$ cat src/rtl/jellyvl_etherneco_synctimer_pkg.sv
// EtherNeco sync-timer node: shared state type, command bits and slot helper.
package jellyvl_etherneco_synctimer_pkg;

    typedef enum logic [2:0] {
        ST_IDLE,
        ST_CMD,
        ST_TIME,
        ST_SKIP,
        ST_OFFSET,
        ST_DONE
    } cmd_state_t;

    localparam int unsigned CMD_BIT_VALID    = 0;
    localparam int unsigned CMD_BIT_OVERRIDE = 1;

    // Byte position of this node's slot; only meaningful for node != 0.
    function automatic logic [15:0] slot_pos(
        input int unsigned hdr,
        input int unsigned tim,
        input int unsigned ofs,
        input logic [15:0] node
    );
        return 16'(hdr + tim + ofs * (32'(node) - 32'd1));
    endfunction

endpackage

$ cat src/rtl/jellyvl_etherneco_synctimer_node_if.sv
// Upstream command byte stream of the EtherNeco sync-timer node.
interface jellyvl_etherneco_synctimer_node_if;
    logic        first;
    logic        last;
    logic        valid;
    logic [15:0] pos;
    logic [7:0]  data;

    modport master (output first, last, valid, pos, data);
    modport slave  (input  first, last, valid, pos, data);
endinterface

$ cat src/rtl/jellyvl_etherneco_slot_inserter.sv
// Replaces this node's slot bytes in the response stream with the elapsed time.
module jellyvl_etherneco_slot_inserter #(
    parameter int OFFSET_BYTES = 4
) (
    input  logic                      clk,
    input  logic                      reset,
    input  logic                      enable,
    input  logic [15:0]               base,
    input  logic [8*OFFSET_BYTES-1:0] elapsed,
    input  logic                      res_rx_start,
    input  logic                      res_rx_error,
    input  logic                      s_res_valid,
    input  logic [15:0]               s_res_pos,
    output logic [7:0]                m_res_data,
    output logic                      m_res_valid
);
    logic        suppress_q, suppress_d;
    logic        valid_q, valid_d;
    logic [7:0]  data_q, data_d;
    logic [15:0] idx;
    logic        hit;

    always_comb begin
        suppress_d = suppress_q;
        if (res_rx_start) suppress_d = 1'b0;
        if (res_rx_error) suppress_d = 1'b1;
        idx     = s_res_pos - base;
        hit     = enable && s_res_valid && !suppress_d
                  && (s_res_pos >= base)
                  && (idx < 16'(OFFSET_BYTES));
        valid_d = hit;
        data_d  = hit ? 8'(elapsed >> {idx, 3'b000}) : 8'd0;
    end

    always_ff @(posedge clk) begin
        if (reset) begin
            suppress_q <= 1'b0;
            valid_q    <= 1'b0;
            data_q     <= 8'd0;
        end else begin
            suppress_q <= suppress_d;
            valid_q    <= valid_d;
            data_q     <= data_d;
        end
    end

    assign m_res_valid = valid_q;
    assign m_res_data  = data_q;
endmodule

$ cat src/rtl/jellyvl_etherneco_synctimer_node.sv
// EtherNeco sync-timer node front end: command parse, correction, turnaround stamp.
// Optional length check enabled by JELLYVL_SYNCTIMER_LENGTH_CHECK_EN.
module jellyvl_etherneco_synctimer_node
    import jellyvl_etherneco_synctimer_pkg::*;
#(
    parameter int TIME_BYTES   = 8,
    parameter int OFFSET_BYTES = 4,
    parameter int HEADER_BYTES = 1,
    parameter int NODE_WIDTH   = 8
) (
    input  logic                    reset,
    input  logic                    clk,
    input  logic [8*TIME_BYTES-1:0] current_time,
    input  logic                    cmd_rx_start,
    input  logic                    cmd_rx_end,
    input  logic                    cmd_rx_error,
    input  logic [15:0]             cmd_rx_length,
    input  logic [NODE_WIDTH-1:0]   cmd_rx_node,
    jellyvl_etherneco_synctimer_node_if.slave s_cmd,
    input  logic                    res_rx_start,
    input  logic                    res_rx_error,
    input  logic [15:0]             s_res_pos,
    input  logic                    s_res_valid,
    output logic [7:0]              m_res_data,
    output logic                    m_res_valid,
    output logic [8*TIME_BYTES-1:0] correct_time,
    output logic                    correct_override,
    output logic                    correct_valid,
    output logic                    cmd_reject
);
    localparam int TW = 8 * TIME_BYTES;
    localparam int OW = 8 * OFFSET_BYTES;

    cmd_state_t  state_q, state_d, st;
    logic [7:0]  cmd_q, cmd_d;
    logic [TW-1:0] time_q, time_d;
    logic [OW-1:0] offset_q, offset_d;
    logic [3:0]  cnt_q, cnt_d;
    logic [OW-1:0] start_q, start_d;
    logic [OW-1:0] elapsed_q, elapsed_d;
    logic        started_q, started_d;
    logic [TW-1:0] ctime_q, ctime_d;
    logic        cvalid_q, cvalid_d;
    logic        cover_q, cover_d;
    logic        reject_q, reject_d;
    logic [15:0] slot;
    logic        node_zero;
    logic        len_ok;
    logic        accept;
    logic        unused;

    assign slot = slot_pos(HEADER_BYTES, TIME_BYTES, OFFSET_BYTES,
                           16'(cmd_rx_node));
    assign node_zero = (cmd_rx_node == '0);

`ifdef JELLYVL_SYNCTIMER_LENGTH_CHECK_EN
    assign len_ok = 32'(cmd_rx_length) >= 32'(HEADER_BYTES + TIME_BYTES)
                    + 32'(OFFSET_BYTES) * 32'(cmd_rx_node);
    assign unused = ^{s_cmd.last, current_time};
`else
    assign len_ok = 1'b1;
    assign unused = ^{s_cmd.last, current_time, cmd_rx_length};
`endif

    always_ff @(posedge clk) begin
        if (reset) begin
            state_q   <= ST_IDLE;
            cmd_q     <= '0;
            time_q    <= '0;
            offset_q  <= '0;
            cnt_q     <= '0;
            start_q   <= '0;
            elapsed_q <= '0;
            started_q <= 1'b0;
            ctime_q   <= '0;
            cvalid_q  <= 1'b0;
            cover_q   <= 1'b0;
            reject_q  <= 1'b0;
        end else begin
            state_q   <= state_d;
            cmd_q     <= cmd_d;
            time_q    <= time_d;
            offset_q  <= offset_d;
            cnt_q     <= cnt_d;
            start_q   <= start_d;
            elapsed_q <= elapsed_d;
            started_q <= started_d;
            ctime_q   <= ctime_d;
            cvalid_q  <= cvalid_d;
            cover_q   <= cover_d;
            reject_q  <= reject_d;
        end
    end

    // Frame parser: a new frame restarts from CMD regardless of state.
    always_comb begin
        state_d  = state_q;
        cmd_d    = cmd_q;
        time_d   = time_q;
        offset_d = offset_q;
        cnt_d    = cnt_q;
        st       = state_q;
        if (cmd_rx_start || s_cmd.first) begin
            st       = ST_CMD;
            state_d  = ST_CMD;
            time_d   = '0;
            offset_d = '0;
            cnt_d    = '0;
        end
        if (s_cmd.valid) begin
            case (st)
                ST_CMD: begin
                    if (s_cmd.pos == 16'd0) begin
                        cmd_d   = s_cmd.data;
                        cnt_d   = '0;
                        state_d = ST_TIME;
                    end
                end
                ST_TIME: begin
                    for (int i = 0; i < TIME_BYTES; i++)
                        if (cnt_q == 4'(i)) time_d[8*i +: 8] = s_cmd.data;
                    cnt_d = cnt_q + 4'd1;
                    if (cnt_q == 4'(TIME_BYTES - 1)) begin
                        cnt_d   = '0;
                        state_d = node_zero ? ST_DONE : ST_SKIP;
                    end
                end
                ST_SKIP: begin
                    if (s_cmd.pos == slot) begin
                        offset_d[7:0] = s_cmd.data;
                        cnt_d   = 4'd1;
                        state_d = (OFFSET_BYTES == 1) ? ST_DONE : ST_OFFSET;
                    end
                end
                ST_OFFSET: begin
                    for (int i = 0; i < OFFSET_BYTES; i++)
                        if (cnt_q == 4'(i)) offset_d[8*i +: 8] = s_cmd.data;
                    cnt_d = cnt_q + 4'd1;
                    if (cnt_q == 4'(OFFSET_BYTES - 1)) begin
                        cnt_d   = '0;
                        state_d = ST_DONE;
                    end
                end
                default: ;
            endcase
        end
        if (cmd_rx_error || cmd_rx_end) state_d = ST_IDLE;
    end

    always_comb begin
        accept   = cmd_rx_end && !cmd_rx_error
                   && (state_q == ST_DONE) && len_ok;
        cvalid_d = accept && cmd_q[CMD_BIT_VALID];
        cover_d  = accept && cmd_q[CMD_BIT_OVERRIDE];
        ctime_d  = accept ? time_q + TW'(offset_q) : ctime_q;
        reject_d = cmd_rx_error || (cmd_rx_end && !accept);
        start_d   = cmd_rx_start ? current_time[OW-1:0] : start_q;
        started_d = started_q || cmd_rx_start;
        elapsed_d = elapsed_q;
        if (res_rx_start)
            elapsed_d = started_q ? current_time[OW-1:0] - start_q : '0;
    end

    jellyvl_etherneco_slot_inserter #(
        .OFFSET_BYTES (OFFSET_BYTES)
    ) u_inserter (
        .clk          (clk),
        .reset        (reset),
        .enable       (!node_zero),
        .base         (slot),
        .elapsed      (elapsed_q),
        .res_rx_start (res_rx_start),
        .res_rx_error (res_rx_error),
        .s_res_valid  (s_res_valid),
        .s_res_pos    (s_res_pos),
        .m_res_data   (m_res_data),
        .m_res_valid  (m_res_valid)
    );

    assign correct_time     = ctime_q;
    assign correct_override = cover_q;
    assign correct_valid    = cvalid_q;
    assign cmd_reject       = reject_q;
endmodule

$ cat src/flat_wrapper.sv
// flat-port wrapper written by rule: the top's interface ports become plain ports
module jellyvl_etherneco_synctimer_node_flat import jellyvl_etherneco_synctimer_pkg::*;
#(
    parameter int TIME_BYTES   = 8,
    parameter int OFFSET_BYTES = 4,
    parameter int HEADER_BYTES = 1,
    parameter int NODE_WIDTH   = 8
)
  (reset, clk, current_time, cmd_rx_start, cmd_rx_end, cmd_rx_error, cmd_rx_length, cmd_rx_node, res_rx_start, res_rx_error, s_res_pos, s_res_valid, m_res_data, m_res_valid, correct_time, correct_override, correct_valid, cmd_reject, s_cmd_first, s_cmd_last, s_cmd_valid, s_cmd_pos, s_cmd_data);
  jellyvl_etherneco_synctimer_node_if s_cmd_i ();
  input  logic reset;
  input  logic clk;
  input  logic [8*TIME_BYTES-1:0] current_time;
  input  logic cmd_rx_start;
  input  logic cmd_rx_end;
  input  logic cmd_rx_error;
  input  logic [15:0] cmd_rx_length;
  input  logic [NODE_WIDTH-1:0] cmd_rx_node;
  input  logic res_rx_start;
  input  logic res_rx_error;
  input  logic [15:0] s_res_pos;
  input  logic s_res_valid;
  output logic [7:0] m_res_data;
  output logic m_res_valid;
  output logic [8*TIME_BYTES-1:0] correct_time;
  output logic correct_override;
  output logic correct_valid;
  output logic cmd_reject;
  input wire logic [$bits(s_cmd_i.first)-1:0] s_cmd_first;
  input wire logic [$bits(s_cmd_i.last)-1:0] s_cmd_last;
  input wire logic [$bits(s_cmd_i.valid)-1:0] s_cmd_valid;
  input wire logic [$bits(s_cmd_i.pos)-1:0] s_cmd_pos;
  input wire logic [$bits(s_cmd_i.data)-1:0] s_cmd_data;
  assign s_cmd_i.first = s_cmd_first;
  assign s_cmd_i.last = s_cmd_last;
  assign s_cmd_i.valid = s_cmd_valid;
  assign s_cmd_i.pos = s_cmd_pos;
  assign s_cmd_i.data = s_cmd_data;
  jellyvl_etherneco_synctimer_node #(.TIME_BYTES(TIME_BYTES), .OFFSET_BYTES(OFFSET_BYTES), .HEADER_BYTES(HEADER_BYTES), .NODE_WIDTH(NODE_WIDTH)) u_core (.reset(reset), .clk(clk), .current_time(current_time), .cmd_rx_start(cmd_rx_start), .cmd_rx_end(cmd_rx_end), .cmd_rx_error(cmd_rx_error), .cmd_rx_length(cmd_rx_length), .cmd_rx_node(cmd_rx_node), .s_cmd(s_cmd_i), .res_rx_start(res_rx_start), .res_rx_error(res_rx_error), .s_res_pos(s_res_pos), .s_res_valid(s_res_valid), .m_res_data(m_res_data), .m_res_valid(m_res_valid), .correct_time(correct_time), .correct_override(correct_override), .correct_valid(correct_valid), .cmd_reject(cmd_reject));
endmodule
$ cat config.mk
export PLATFORM = sky130hd
export DESIGN_NAME = jellyvl_etherneco_synctimer_node_flat
export DESIGN_NICKNAME = d
export VERILOG_FILES = /design/src/rtl/jellyvl_etherneco_synctimer_pkg.sv /design/src/rtl/jellyvl_etherneco_synctimer_node_if.sv /design/src/rtl/jellyvl_etherneco_slot_inserter.sv /design/src/rtl/jellyvl_etherneco_synctimer_node.sv /design/src/flat_wrapper.sv
export SDC_FILE = /design/constraint.sdc
export NUM_CORES = 1
export LEC_CHECK = 0
export ABC_AREA = 1
export CAP_MARGIN = 5
export CORE_MARGIN = 10
export CORE_UTILIZATION = 25
export CTS_CLUSTER_SIZE = 28
export DETAILED_ROUTE_END_ITERATION = 10
export PLACE_DENSITY = 0.45
export SLEW_MARGIN = 40
export SYNTH_ARGS = -nofsm -noshare
export SYNTH_HDL_FRONTEND = slang
export SYNTH_HIERARCHICAL = 1
export SYNTH_SLANG_ARGS = --single-unit
export TNS_END_PERCENT = 100
$ cat constraint.sdc
create_clock -name clk -period 3.8 [get_ports clk]
set_input_delay 0.76 -clock clk [delete_from_list [all_inputs] [get_ports clk]]
set_output_delay 0.76 -clock clk [all_outputs]
set_load 0.02 [all_outputs]
==> impl_results.md, run 1 <==
- Mean post-synth cell area: 6.43 sq um
- Max-slew violations: 0
- Root buf cell: clkbuf_16
- Largest net degree at the start of global routing: 96
- IO Pins: 215
- Placed Cells: 3589
- Critical Path Sink Type: flip-flop
- Clock Path Buffers: 3
- Maximum vdd drop: 328 uV
- CP top delay family: simple AND/OR/NAND/NOR gates
- Status: finished clean
- Max cap viols: 0
- Final WS setup: 267 ps
- Post-synthesis sequential area ratio: 30.0%
- Mapped Area: 0.0165 sq mm
- Synth top area share: 30.0%
- P_leak: 8.80 nW
- Post-synthesis xor/xnor area fraction: 2.17%
- Clk pin slew, worst setup/hold paths: 50 ps
- HPWL reported at the end of detailed placement: 47800 microns
- Chip Width: 277 microns
- Total gr overflow: 0
- Synth Area in Compound Gates: 20.1%
- Final setup TNS: 0 ps
- Gr usage total: 15.3%
- Routed length per instance: 16.6 microns
- Max_slew headroom: 49.7%
- Global-route wire length before repair: 95500 microns
- CP Launch Point: cmd_rx_node[1]
- RePlAce Congestion: 0.894
- Yosys cell types: 60
- Die area: 0.0766 sq mm
- Final wirelength: 60700 microns
- Drt drc: 0
- Die Y: 277 microns
- HP Class: reg -> reg
- Largest area contributor in the netlist: dfxtp_1
- FFs w/ async S/R, synth: 0%
- DRT met1 WL: 27800 microns
- F_max: 0.283 GHz
- Antenna Nets Post-Route: 0
- Hold Buf Count CTS: 0
- Number of global-route vias before repair: 16900
- Power per cell area: 350 mW/mm^2
- Vias per cell: 4.71
- Diode count: 0
- PortBufs: 165
- Fin nets: 2989
- CP max-delay cell: clkdlybuf4s50_1
- Row count: 94
- Antenna violations before repair: 0
- Buf+Inv Stages, Crit Path: 6
- Later-pin clock latency in the skew report: 540 ps
- Initial Utilization: 25.1%
- Ys Warns: 6
- Ys flop type: dfxtp_1
- Final Cycle Share: 93.0%
- Synth Area in Adders: 6.81%
- Post-Syn Instances: 2563
- Core area: 0.0656 sq mm
- Worst slew pin tran: 755 ps
- Total setup buffers inserted after CTS: 0
- Place WS: -431 ps
- Arrival @ worst endpoint: 4000 ps
- Met3 Wirelength: 2670 microns
- Final Critical Period: 3530 ps
- Reg-to-reg startpoint: u_core/offset_q[2]
- Placed Instance Area: 0.0195 sq mm
- Area Overhead vs Synth: 26.3%
- Non-Filler Instances: 3645
- Element type at the critical path start: input pin
- Worst hold margin: 452 ps
- Via count: 17200
- Yosys reg bits: 247
- Most used cell, CP: nand2_1
- CTS resizes: 0
- Finish-stage setup viols: 0
- CTS sink count: 247
- DR iter-0 viols: 1010
- Min-delay src: u_core/cmd_q[0]
- Largest family of logic cells by synthesized area: simple AND/OR/NAND/NOR gates
- Layout Skew: 27.5 ps
- Simple-Gate Fraction of Synth Area: 30.2%
- Finished Cell Area: 0.0208 sq mm
- EDFF count, synth: 0
- DR top layer: met4
- Top cells by area, synth: dfxtp_1 (30%), nand2_1 (12%), inv_1 (8.6%)
- Share of layout cells above drive strength 1: 8.70%
- Initial DRT Pass Iterations: 6
- Required @ worst endpoint: 4260 ps
- DR WL met2: 29100 microns
- Crit path largest cell delay: 480 ps
- Mux share of post-synthesis cell area: 0%
- Crit-path max FO: 8
- CTS tree: built
- Crit path kind: in -> reg
- CTS buffer count: 35
- H-tree depth: 2
- Final hold vios: 0
[through the flow]
step	utilization (%)	power, mW
global placement	29.7	3.85
finish	31.7	7.28
CTS	31.6	7.39
detailed placement	29.7	3.85
floorplan	-	3.41
global route	31.7	7.66
[layout by cell type, fill, tap and decap left out, drive strengths merged, types with 8 or more instances in the layout]
cell type | netlist | layout
or2 | 22 | 22
a31oi | 17 | 17
a221oi | 40 | 40
clkbuf | 67 | 46
nor2 | 326 | 326
buf | 10 | 74
nor3 | 39 | 39
nand4 | 34 | 34
clkdlybuf4s50 | 0 | 163
nand3 | 141 | 141
dfxtp | 247 | 247
xor2 | 25 | 25
o211ai | 14 | 14
inv | 387 | 387
a21oi | 245 | 245
o21ai | 210 | 210
nand2 | 546 | 546
ha | 85 | 85
nor4 | 13 | 13
xnor2 | 15 | 15
a21o | 11 | 11
o22ai | 11 | 11
o21bai | 8 | 8
[worst min-delay path: stages, from the launching register on]
cell	delay, ps
dfxtp_1	290
inv_1	60
nor3_1	50
[path summary, 6_finish.rpt]
path	endpoint	slack [ps]	depth (start not counted)
setup / recovery	u_core/u_inserter/m_res_data[3]	270	27
hold reg to reg	u_core/correct_valid	450	2
setup reg to reg	u_core/correct_time[63]	370	14
hold / removal	u_core/correct_valid	450	2
[state kept, by name, summed over array words and instances, names as in the netlist]
name,count
u_core/correct_override,1
u_core/time_q,64
u_core/elapsed_q,32
u_core/correct_valid,1
u_core/started_q,1
u_core/u_inserter/m_res_valid,1
u_core/offset_q,32
u_core/state_q,3
u_core/cnt_q,4
u_core/start_q,32
u_core/cmd_reject,1
u_core/correct_time,64
u_core/cmd_q,2
u_core/u_inserter/m_res_data,8
u_core/u_inserter/suppress_q,1
[final cells by class]
type | count | area, sq um
inverters | 389 | 1460
clock inverters | 10 | 206
clock buffers | 46 | 1000
well taps | 864 | 1080
fillers | 7267 | 44800
multi-input cells | 1851 | 9890
repair buffers | 238 | 2240
flip-flops and latches | 247 | 4940
[per-layer routing]
layer,vias up,track usage (%)
li1,8809,-
met1,7971,19.5
met2,341,26.4
met3,60,2.38
met4,0,3.65
met5,-,0
[synthesized netlist by cell type (5+ instances only)]
cell type,count
nand2_1,529
nor2_2,8
a21o_1,11
o221ai_1,7
a221oi_1,38
o21ai_0,203
clkbuf_1,67
o22ai_1,11
nand2_2,14
xnor2_1,15
dfxtp_1,247
nor4_1,13
nor3_1,37
a31oi_1,17
o21ai_1,6
nand3_1,133
inv_2,9
nand4_1,34
o211ai_1,14
and2_1,5
nand3_2,8
nor2_4,13
o21a_1,6
xor2_1,24
or2_2,21
nand3b_1,6
nor2_1,303
inv_1,377
ha_1,85
o21bai_1,8
buf_1,6
a21oi_1,240
[power by group]
part | internal (mW) | switching, mW | total [mW]
registers | 2.64 | 0.0208 | 2.66
logic | 0.435 | 0.724 | 1.16
clock network | 2.24 | 1.22 | 3.46
[kinds of logic (layout without fill, tap and decap cells)]
family | Yosys count | count (layout)
buffers and inverters | 466 | 683
DFF | 247 | 247
and+or+nand+nor | 1136 | 1136
adders and majority gates | 88 | 88
AOI/OAI and AO/OA | 584 | 584
other | 2 | 3
xor gates and xnor gates | 40 | 40
No activity file was read; power rests on OpenSTA's default activity.
==> run 2: changes to the inputs <==
Settings changed: PLACE_DENSITY 0.45 to 0.47.
Clock period 3.8 ns to 3.25 ns, I/O delays scaled along.
==> run 2 against run 1 <==
Register-to-register slack worse by 180 ps. Via count is 1.3% higher. Flip-flop and latch count stayed put. Wire length is 2.4% higher. Global-route usage grew 0.38 points.
==> impl_results.md, run 2 (synthesis gave the netlist of run 1 again) <==
- Reg2reg setup slack: 190 ps
- Die Y: 277 microns
- Area of the multi-input gates: 0.0101 sq mm
- Worst slew pin tran: 746 ps
- Via count: 17400
- Hold Buf Count CTS: 0
- P_leak: 9.04 nW
- Non-Filler Instances: 3687
- Chip Width: 277 microns
- Commonest non-fill, non-tap cell in the layout: nand2_1
- Row count: 94
- Total gr overflow: 0
- Root buf cell: clkbuf_16
- HPWL reported at the end of detailed placement: 49000 microns
- Max cap viols: 0
- Maximum vdd drop: 297 uV
- Max_slew headroom: 49.7%
- Final Critical Period: 3110 ps
- Most frequent cells in the layout: nand2_1 (513), inv_1 (366), nor2_1 (287)
- HP Class: reg -> reg
- Gr usage total: 15.6%
- Critical Path Sink Type: flip-flop
- Final hold vios: 0
- Reg2reg path depth: 15
- Die area: 0.0766 sq mm
- Final wirelength: 62200 microns
- Final setup TNS: 0 ps
- Share of layout cells above drive strength 1: 11.5%
- Reg-to-reg startpoint: u_core/offset_q[2]
- Total Power: 8.35 mW
- Fillers: 7190
- Later-pin clock latency in the skew report: 540 ps
- Core area: 0.0656 sq mm
- Final Cycle Share: 95.8%
- PortBufs: 165
- DR iter-0 viols: 1109
- H-tree depth: 2
- Min-delay src: u_core/start_q[3]
- Max-slew violations: 0
- Diode count: 0
- CTS tree: built
- FF+latch area: 0.00494 sq mm
- Vias per cell: 4.72
- Initial DRT Pass Iterations: 5
- RePlAce Congestion: 0.894
- Clock Path Buffers: 3
- Worst R2R End: u_core/correct_time[55]
- Power per cell area: 393 mW/mm^2
- Clk pin slew, worst setup/hold paths: 60 ps
- IO Pins: 215
- CTS buffer count: 34
- Finish-stage setup viols: 0
- Arrival @ worst endpoint: 3600 ps
- Crit path kind: in -> reg
- Element type at the critical path start: input pin
- Area Overhead vs Synth: 29.0%
- Largest net degree at the start of global routing: 132
- Initial Utilization: 25.1%
- Antenna violations before repair: 0
- Worst Hold Endpoint: u_core/start_q[3]
- Antenna Nets Post-Route: 0
- Layout Skew: 14.8 ps
- Routed length per instance: 16.9 microns
- Global-route wire length before repair: 97000 microns
- CTS sink count: 247
- Placed Cells: 3623
- Fin util: 32.4%
- Hold path depth: 2
- Number of global-route vias before repair: 17000
- Required @ worst endpoint: 3740 ps
- Crit-path max FO: 8
- Fin nets: 3030
- F_max: 0.321 GHz
- Status: finished clean
- Drt drc: 0
run 2: cell types whose count changed in the layout (fill, tap and decap cells not counted), moves of 4 or more:
| cell | previous run | this run |
|---|---|---|
| ha_1 | 80 | 74 |
| nand2_2 | 19 | 27 |
| nor2_4 | 13 | 19 |
| clkdlybuf4s50_1 | 163 | 158 |
| inv_2 | 13 | 19 |
| nand2_4 | 3 | 7 |
| nor2_1 | 295 | 287 |
| buf_4 | 70 | 113 |
| inv_1 | 373 | 366 |
| nand2_1 | 524 | 513 |
| ha_4 | 4 | 11 |
run 2: worst max path at each step:
stage,to,start
floorplan,u_core/u_inserter/m_res_data[0],cmd_rx_node[0]
global placement,u_core/u_inserter/m_res_data[4],cmd_rx_node[0]
detailed placement,u_core/u_inserter/m_res_data[5],cmd_rx_node[0]
CTS,u_core/u_inserter/m_res_data[5],cmd_rx_node[0]
global route,u_core/u_inserter/m_res_data[6],cmd_rx_node[0]
finish,u_core/u_inserter/m_res_data[5],cmd_rx_node[6]
run 2: critical path, cell delays in order:
cell	delay [ps]
clkdlybuf4s50_1	450
nor2_1	120
nand2_1	100
o21ai_0	220
nand2_2	140
a21oi_4	300
inv_2	80
ha_4	250
nand2_2	120
inv_1	60
a21oi_2	180
nand3_1	100
nand2_1	60
nand2_1	90
nor2_1	150
nand3_2	110
nor2_4	240
nand2_2	100
nor2_4	90
run 2: metrics by stage:
stage / worst slack, ps / cell area [sq um] / hold WS (ps)
after floorplan: 28.6 / 16500 / 424
after global placement: -791 / 19800 / 444
after detailed placement: -938 / 19800 / 446
after CTS: 43.2 / 21100 / 459
after global routing: -17.3 / 21300 / 472
final: 137 / 21300 / 455
run 2: report_power, final:
group	leakage, nW	internal (mW)	switching (mW)	total [mW]
clock network	0.551	2.36	1.44	3.80
registers	2.00	3.09	0.0263	3.11
logic	6.49	0.560	0.881	1.44
run 2: timing repair:
| action | 4_1_cts | 5_1_grt |
|---|---|---|
| setup endpoints to repair | 9 | 9 |
| gates resized for setup | 37 | 50 |
| pin swaps | 9 | 23 |
| setup buffers | 0 | 7 |
| gates cloned | 1 | 0 |
run 2: final cells by class:
type | instances | share of cell area [%]
clock buffers | 46 | 4.65
clock inverters | 10 | 0.618
inverters | 389 | 6.90
multi-input cells | 1852 | 47.6
flip-flops and latches | 247 | 23.3
well taps | 864 | 5.08
repair buffers | 279 | 11.9
run 2: routing by layer:
metal	GRT usage [%]	vias to the layer above	routed length, microns
met5	0	-	0
met4	3.50	0	1020
met3	2.34	63	2560
met2	27.4	351	30100
met1	19.8	8089	28500
li1	-	8905	-
